==> src/rtl/mram_word_writer_if.sv <==
// Bundles the shift-register side strobe/data inputs and the MRAM pin outputs of mram_word_writer.
// en is a qualifier rather than a valid/ready pair: every cycle with en=1 is one bit strobe, and no back-pressure exists.
interface mram_word_writer_if #(
   parameter int BUS_WIDTH  = 3,
   parameter int ADDR_WIDTH = 4
);
   logic                  en;
   logic [BUS_WIDTH-1:0]  data_in;
   logic                  clr_ovr;
   logic [ADDR_WIDTH-1:0] mram_addr;
   logic [BUS_WIDTH-1:0]  mram_data;
   logic                  mram_ce_n;
   logic                  mram_we_n;
   logic                  busy;
   logic                  overrun;
   logic [1:0]            dbg_state;

   modport master (
      output en, data_in, clr_ovr,
      input  mram_addr, mram_data, mram_ce_n, mram_we_n, busy, overrun, dbg_state
   );

   modport slave (
      input  en, data_in, clr_ovr,
      output mram_addr, mram_data, mram_ce_n, mram_we_n, busy, overrun, dbg_state
   );
endinterface

==> src/rtl/mram_word_writer.sv <==
// Counts shift strobes into words and plays out one timed CE_n/WE_n MRAM write per captured word.
// The address auto-increments after every completed write.
module mram_word_writer #(
   parameter int BUS_WIDTH    = 3,
   parameter int ADDR_WIDTH   = 4,
   parameter int SETUP_CYCLES = 2,
   parameter int WE_CYCLES    = 4,
   parameter int HOLD_CYCLES  = 2
) (
   input logic clk,
   input logic rst,
   mram_word_writer_if.slave bus
);
   typedef enum logic [1:0] {IDLE = 2'd0, SETUP = 2'd1, WRITE = 2'd2, HOLD = 2'd3} state_e;

   localparam int MAX_PH0 = (SETUP_CYCLES > WE_CYCLES) ? SETUP_CYCLES : WE_CYCLES;
   localparam int MAX_PH  = (MAX_PH0 > HOLD_CYCLES) ? MAX_PH0 : HOLD_CYCLES;
   localparam int PW      = $clog2(MAX_PH + 1);
   localparam int CW      = (BUS_WIDTH > 1) ? $clog2(BUS_WIDTH) : 1;

   state_e                state_q, state_d;
   logic [PW-1:0]         ph_q, ph_d;
   logic [CW-1:0]         bit_cnt_q, bit_cnt_d;
   logic                  cap_pend_q, cap_pend_d;
   logic [ADDR_WIDTH-1:0] addr_q, addr_d;
   logic [BUS_WIDTH-1:0]  data_q, data_d;
   logic                  ce_n_q, ce_n_d;
   logic                  we_n_q, we_n_d;
   logic                  overrun_q, overrun_d;
   logic                  last_bit;
   logic                  capture;
   logic                  drop;

   assign last_bit = bus.en && (bit_cnt_q == CW'(BUS_WIDTH - 1));
   assign capture  = cap_pend_q && (state_q == IDLE);
   // A word finishing while any write phase (HOLD included) is active is lost.
   assign drop     = cap_pend_q && (state_q != IDLE);

   always_ff @(posedge clk) begin
      if (!rst) begin
         state_q    <= IDLE;
         ph_q       <= '0;
         bit_cnt_q  <= '0;
         cap_pend_q <= 1'b0;
         addr_q     <= '0;
         data_q     <= '0;
         ce_n_q     <= 1'b1;
         we_n_q     <= 1'b1;
         overrun_q  <= 1'b0;
      end else begin
         state_q    <= state_d;
         ph_q       <= ph_d;
         bit_cnt_q  <= bit_cnt_d;
         cap_pend_q <= cap_pend_d;
         addr_q     <= addr_d;
         data_q     <= data_d;
         ce_n_q     <= ce_n_d;
         we_n_q     <= we_n_d;
         overrun_q  <= overrun_d;
      end
   end

   // Phase counter restarts at zero on every state entry and exits on count N-1.
   always_comb begin
      state_d = state_q;
      ph_d    = ph_q;
      unique case (state_q)
         IDLE: begin
            if (capture) begin
               state_d = SETUP;
               ph_d    = '0;
            end
         end
         SETUP: begin
            if (ph_q == PW'(SETUP_CYCLES - 1)) begin
               state_d = WRITE;
               ph_d    = '0;
            end else begin
               ph_d = ph_q + PW'(1);
            end
         end
         WRITE: begin
            if (ph_q == PW'(WE_CYCLES - 1)) begin
               state_d = HOLD;
               ph_d    = '0;
            end else begin
               ph_d = ph_q + PW'(1);
            end
         end
         HOLD: begin
            if (ph_q == PW'(HOLD_CYCLES - 1)) begin
               state_d = IDLE;
               ph_d    = '0;
            end else begin
               ph_d = ph_q + PW'(1);
            end
         end
      endcase
   end

   always_comb begin
      ce_n_d     = (state_d == IDLE);
      we_n_d     = (state_d != WRITE);
      data_d     = capture ? bus.data_in : data_q;
      addr_d     = (state_q == HOLD && state_d == IDLE) ? addr_q + ADDR_WIDTH'(1) : addr_q;
      cap_pend_d = last_bit;
      bit_cnt_d  = bit_cnt_q;
      if (bus.en) begin
         bit_cnt_d = last_bit ? '0 : bit_cnt_q + CW'(1);
      end
      overrun_d  = drop | (overrun_q & ~bus.clr_ovr);
   end

   assign bus.mram_addr = addr_q;
   assign bus.mram_data = data_q;
   assign bus.mram_ce_n = ce_n_q;
   assign bus.mram_we_n = we_n_q;
   assign bus.busy      = cap_pend_q | (state_q != IDLE);
   assign bus.overrun   = overrun_q;
   assign bus.dbg_state = state_q;
endmodule

==> src/flat_wrapper.sv <==
// flat-port wrapper written by rule: the top's interface ports become plain ports
module mram_word_writer_flat 
#(
   parameter int BUS_WIDTH    = 3,
   parameter int ADDR_WIDTH   = 4,
   parameter int SETUP_CYCLES = 2,
   parameter int WE_CYCLES    = 4,
   parameter int HOLD_CYCLES  = 2
)
  (clk, rst, bus_en, bus_data_in, bus_clr_ovr, bus_mram_addr, bus_mram_data, bus_mram_ce_n, bus_mram_we_n, bus_busy, bus_overrun, bus_dbg_state);
  mram_word_writer_if #(.BUS_WIDTH(BUS_WIDTH), .ADDR_WIDTH(ADDR_WIDTH)) bus_i ();
  input logic clk;
  input logic rst;
  input wire logic [$bits(bus_i.en)-1:0] bus_en;
  input wire logic [$bits(bus_i.data_in)-1:0] bus_data_in;
  input wire logic [$bits(bus_i.clr_ovr)-1:0] bus_clr_ovr;
  output wire logic [$bits(bus_i.mram_addr)-1:0] bus_mram_addr;
  output wire logic [$bits(bus_i.mram_data)-1:0] bus_mram_data;
  output wire logic [$bits(bus_i.mram_ce_n)-1:0] bus_mram_ce_n;
  output wire logic [$bits(bus_i.mram_we_n)-1:0] bus_mram_we_n;
  output wire logic [$bits(bus_i.busy)-1:0] bus_busy;
  output wire logic [$bits(bus_i.overrun)-1:0] bus_overrun;
  output wire logic [$bits(bus_i.dbg_state)-1:0] bus_dbg_state;
  assign bus_i.en = bus_en;
  assign bus_i.data_in = bus_data_in;
  assign bus_i.clr_ovr = bus_clr_ovr;
  assign bus_mram_addr = bus_i.mram_addr;
  assign bus_mram_data = bus_i.mram_data;
  assign bus_mram_ce_n = bus_i.mram_ce_n;
  assign bus_mram_we_n = bus_i.mram_we_n;
  assign bus_busy = bus_i.busy;
  assign bus_overrun = bus_i.overrun;
  assign bus_dbg_state = bus_i.dbg_state;
  mram_word_writer #(.BUS_WIDTH(BUS_WIDTH), .ADDR_WIDTH(ADDR_WIDTH), .SETUP_CYCLES(SETUP_CYCLES), .WE_CYCLES(WE_CYCLES), .HOLD_CYCLES(HOLD_CYCLES)) u_core (.clk(clk), .rst(rst), .bus(bus_i));
endmodule
==> config.mk <==
export PLATFORM = sky130hd
export DESIGN_NAME = mram_word_writer_flat
export DESIGN_NICKNAME = d
export VERILOG_FILES = /design/src/rtl/mram_word_writer_if.sv /design/src/rtl/mram_word_writer.sv /design/src/flat_wrapper.sv
export SDC_FILE = /design/constraint.sdc
export NUM_CORES = 1
export LEC_CHECK = 0
export CAP_MARGIN = 10
export CORE_MARGIN = 3
export CORE_UTILIZATION = 48
export DETAILED_ROUTE_END_ITERATION = 16
export PLACE_DENSITY_LB_ADDON = 0.15
export SLEW_MARGIN = 30
export SYNTH_ARGS = -nofsm -noshare
export SYNTH_HDL_FRONTEND = slang
export SYNTH_SLANG_ARGS = --single-unit
==> constraint.sdc <==
create_clock -name clk -period 1.65 [get_ports clk]
set_input_delay 0.2475 -clock clk [delete_from_list [all_inputs] [get_ports clk]]
set_output_delay 0.2475 -clock clk [all_outputs]
set_load 0.05 [all_outputs]
==> results of run 1 <==
==> through the flow <==
stage	hold WS, ns	utilization
floorplan	0.376	-
CTS	0.494	0.703
detailed placement	0.480	0.686
global route	0.514	0.704
global placement	0.467	0.686
finish	0.492	0.704
==> cells by family (layout without fill, tap and decap cells) <==
| logic type | Yosys count | after routing |
|---|---|---|
| buf+inv | 10 | 31 |
| xor+xnor | 1 | 1 |
| fa+ha+maj | 6 | 6 |
| flops | 18 | 18 |
| compound gates | 17 | 17 |
| mux | 6 | 6 |
| simple gates | 30 | 30 |
==> what timing repair did <==
item,in CTS,in global routing
cloned,0,0
hold endpoints to repair,0,0
hold buffers,0,0
resized for setup,1,1
endpoints found under the setup margin,1,1
==> worst max-delay path: stages, from the launching register on <==
cell,delay [ns]
dfxtp_1,0.43
or3_4,0.46
buf_12,0.17
==> worst paths after layout <==
check                                                     startpoint                              endpoint  slack (ns)  depth (start not counted)
worst max-delay path              u_core.bus.dbg_state[1]$_SDFF_PN0_                              bus_busy        0.07                          2
worst min-delay path            u_core.bus.mram_addr[3]$_SDFFE_PN0P_  u_core.bus.mram_addr[3]$_SDFFE_PN0P_        0.49                          2
worst max register to register           u_core.ph_q[0]$_SDFFE_PN0P_  u_core.bus.mram_addr[2]$_SDFFE_PN0P_        0.16                          4
worst min register to register  u_core.bus.mram_addr[3]$_SDFFE_PN0P_  u_core.bus.mram_addr[3]$_SDFFE_PN0P_        0.49                          2
==> flip-flops by register name, summed over array words and instances (netlist names) <==
signal and count:
u_core.bit_cnt_q 2, u_core.bus.dbg_state 2, u_core.bus.mram_addr 4, u_core.bus.mram_ce_n 1
u_core.bus.mram_data 3, u_core.bus.mram_we_n 1, u_core.bus.overrun 1, u_core.cap_pend_q 1
u_core.ph_q 3
==> area by class of cell <==
cell class | count | area [sq um]
Fill cell | 135 | 472
Multi-Input combinational cell | 60 | 468
Sequential cell | 18 | 362
Timing Repair Buffer | 22 | 218
Tap cell | 24 | 30.0
Clock buffer | 3 | 22.5
Inverter | 6 | 22.5
==> power groups by stage <==
stage / combinational [W] / sequential, W / clock [W]
6_report: 0.0000600 / 0.000448 / 0.000207
5_1_grt: 0.0000653 / 0.000449 / 0.000234
4_1_cts: 0.0000610 / 0.000448 / 0.000220
3_5_place_dp: 0.0000600 / 0.000458 / 0
3_3_place_gp: 0.0000586 / 0.000457 / 0
2_1_floorplan: 0.0000277 / 0.000460 / 0
==> cells in the final DEF (no fill, tap or decap), drive strengths merged <==
master	netlist	final
and3	1	1
clkdlybuf4s50	0	6
nand3b	3	3
nor2	3	3
nand4b	1	1
and2	2	2
xnor2	1	1
nand2	2	2
a211oi	2	2
clkbuf	2	3
buf	2	16
nand2b	3	3
ha	6	6
nor2b	6	6
a21boi	4	4
o21a	2	2
o21ai	6	6
or3	3	3
a21oi	1	1
nand3	2	2
a211o	2	2
dfxtp	18	18
mux2i	6	6
nor3b	3	3
and4b	1	1
inv	6	6
==> layer usage <==
metal  share of wire  vias to the layer above  global-route usage  wire, um
li1                -                      347                   -         -
met1            0.45                      309               0.175       733
met2            0.48                       21               0.255       784
met3           0.061                        2              0.0460       100
met4          0.0061                        0              0.0284        10
met5               0                        -                   0         0
==> flow_metrics.py, run 1 <==
metrics = {
    "run_status": {
        "outcome": "completed",
    },
    "pwr": {
        "seqPwrFrac": 0.627,
        "power.net_switching_w": 0.000154,
        "cellLeakagePower_nw": 0.494,
        "internal_power_w": 0.000561,
        "share_clk_of_total_power": 0.289,
        "pwr-share-comb": 0.084,
        "power-per-cell-area_nw_per_um2": 637,
        "power_w": 0.000715,
        "peakVddDrop_mv": 0.640,
        "power.share.switching": 0.216,
    },
    "placement": {
        "placer_s_final_routability_congestion_estimate": 0.870,
        "port-buffer-count": 19,
        "post-place-cells": 130,
        "postPlaceCellArea_sq_um": 1090,
        "estimated_wirelength_of_the_detail_placed_design_um": 1240,
        "place_ws_ns": 0.183,
    },
    "synth": {
        "syn_area_per_cell_sq_um": 9.84,
        "synth_enable_flop_cells": 0,
        "net_count_after_synthesis": 101,
        "ys_seq_elements": 18,
        "synth_flop_cell": "dfxtp_1",
        "library_cell_with_the_highest_instance_count_after_synthesis": "dfxtp_1",
        "fraction_of_the_mapped_netlist_area_in_compound_gates": 0.130,
        "yosys.area_share.adder": 0.0867,
        "synth_mux_area_frac": 0.0694,
        "synth_xor_area_frac": 0.0101,
        "synth.area.top_cells": "dfxtp_1 42%, ha_1 8.7%, mux2i_1 6.9%",
        "ys_types": 28,
        "synth_simple_gate_area_frac": 0.238,
        "netlist_instances": 88,
        "synth-seq-area-share": 0.416,
        "synth.largest_area_cell": "dfxtp_1",
        "synth_top_family_by_area": "simple AND/OR/NAND/NOR gates",
        "netlist.area_leader.share": 0.416,
        "synthesis.yosys.warnings": 0,
        "synth-async-reset-ratio": 0,
        "netlist_area_before_placement_sq_um": 866,
    },
    "clocking": {
        "cts_tree": "yes",
        "cts_post_setup_buffers_inserted": 0,
        "numClockSinks": 18,
        "cts_made_buffers": 3,
        "cts_root_buffer": "clkbuf_4",
        "worst_skew_pair.late_latency_ns": 0.29,
        "clkSlewWorstSetupHoldPaths_ns": 0.10,
        "cts-htree-levels": 1,
        "cts-root-to-sink-buffers": 2,
    },
    "detailed_routing": {
        "detailroute.via_count": 679,
        "totalWireLength_um": 1630,
        "antenna_violating_nets_left": 0,
        "detail_route.first_pass.iterations": 4,
        "vias_per_cell": 5.11,
        "drc_errors": 0,
        "wire_per_inst_um": 12.2,
        "drt_first_iter_violations": 9,
    },
    "die": {
        "placement_rows": 14,
        "start_util": 0.543,
        "fp.dieH_um": 48.5,
        "placeableCoreArea_sq_um": 1590,
        "top_level_ports": 20,
        "floorplan.die_area_sq_um": 2350,
        "die-width_um": 48.5,
    },
    "timing": {
        "tightestPinTransition_ns": 0.362,
        "worst_slew_margin_rel": 0.758,
        "timing.setup.tns_ns": 0,
        "maxSlewViolCount": 0,
        "timing.final.setup_violations": 0,
        "hold_viol_final": 0,
        "period_share": 0.960,
        "grt_setup_unrepaired": "false",
        "fmax_mhz": 631,
        "worst_slack_ns": 0.0658,
        "finClkSkew_ns": 0.00699,
        "post_layout_minimum_cycle_time_ns": 1.58,
    },
    "cells_and_area": {
        "fraction_of_final_layout_cells_with_drive_strength_greater_than_1": 0.211,
        "area_delta_synth_final_pct": 29.6,
        "antenna_diodes": 0,
        "finish.net_count": 124,
        "finalNonFillerCells": 133,
        "design_area_sq_um": 1120,
    },
    "global_route": {
        "wire_length_of_the_first_global_routing_pass_um": 2710,
        "global_route_usage_over_all_layers": 0.145,
        "grt_start_max_net_pins": 12,
        "initial_antenna_violation_count": 0,
        "number_of_global_route_vias_before_repair": 617,
        "overflow": 0,
    },
    "worst_setup_path": {
        "worst_ep_arrival_time_ns": 1.34,
        "timing.setup.critical_path_class": "flip-flop to output port",
        "worstPathMaxFanout": 10,
        "worstSetupStartpointType": "flip-flop",
        "timing.critical_path.required_ns": 1.40,
        "critPathCaptureType": "output port",
    },
    "hold_path": {
        "worst_hold_path_type": "flip-flop to flip-flop",
    },
    "flow_run": {
        "max_cap_viols": 0,
    },
}
Power figures use the tool's default switching activity.
==> run 2: changes to the inputs <==
Settings changed: ABC_CLOCK_PERIOD_IN_PS set to 1650.
==> results of run 2 <==
Same layout as run 1: the final DEF is identical, and so are final timing and power.
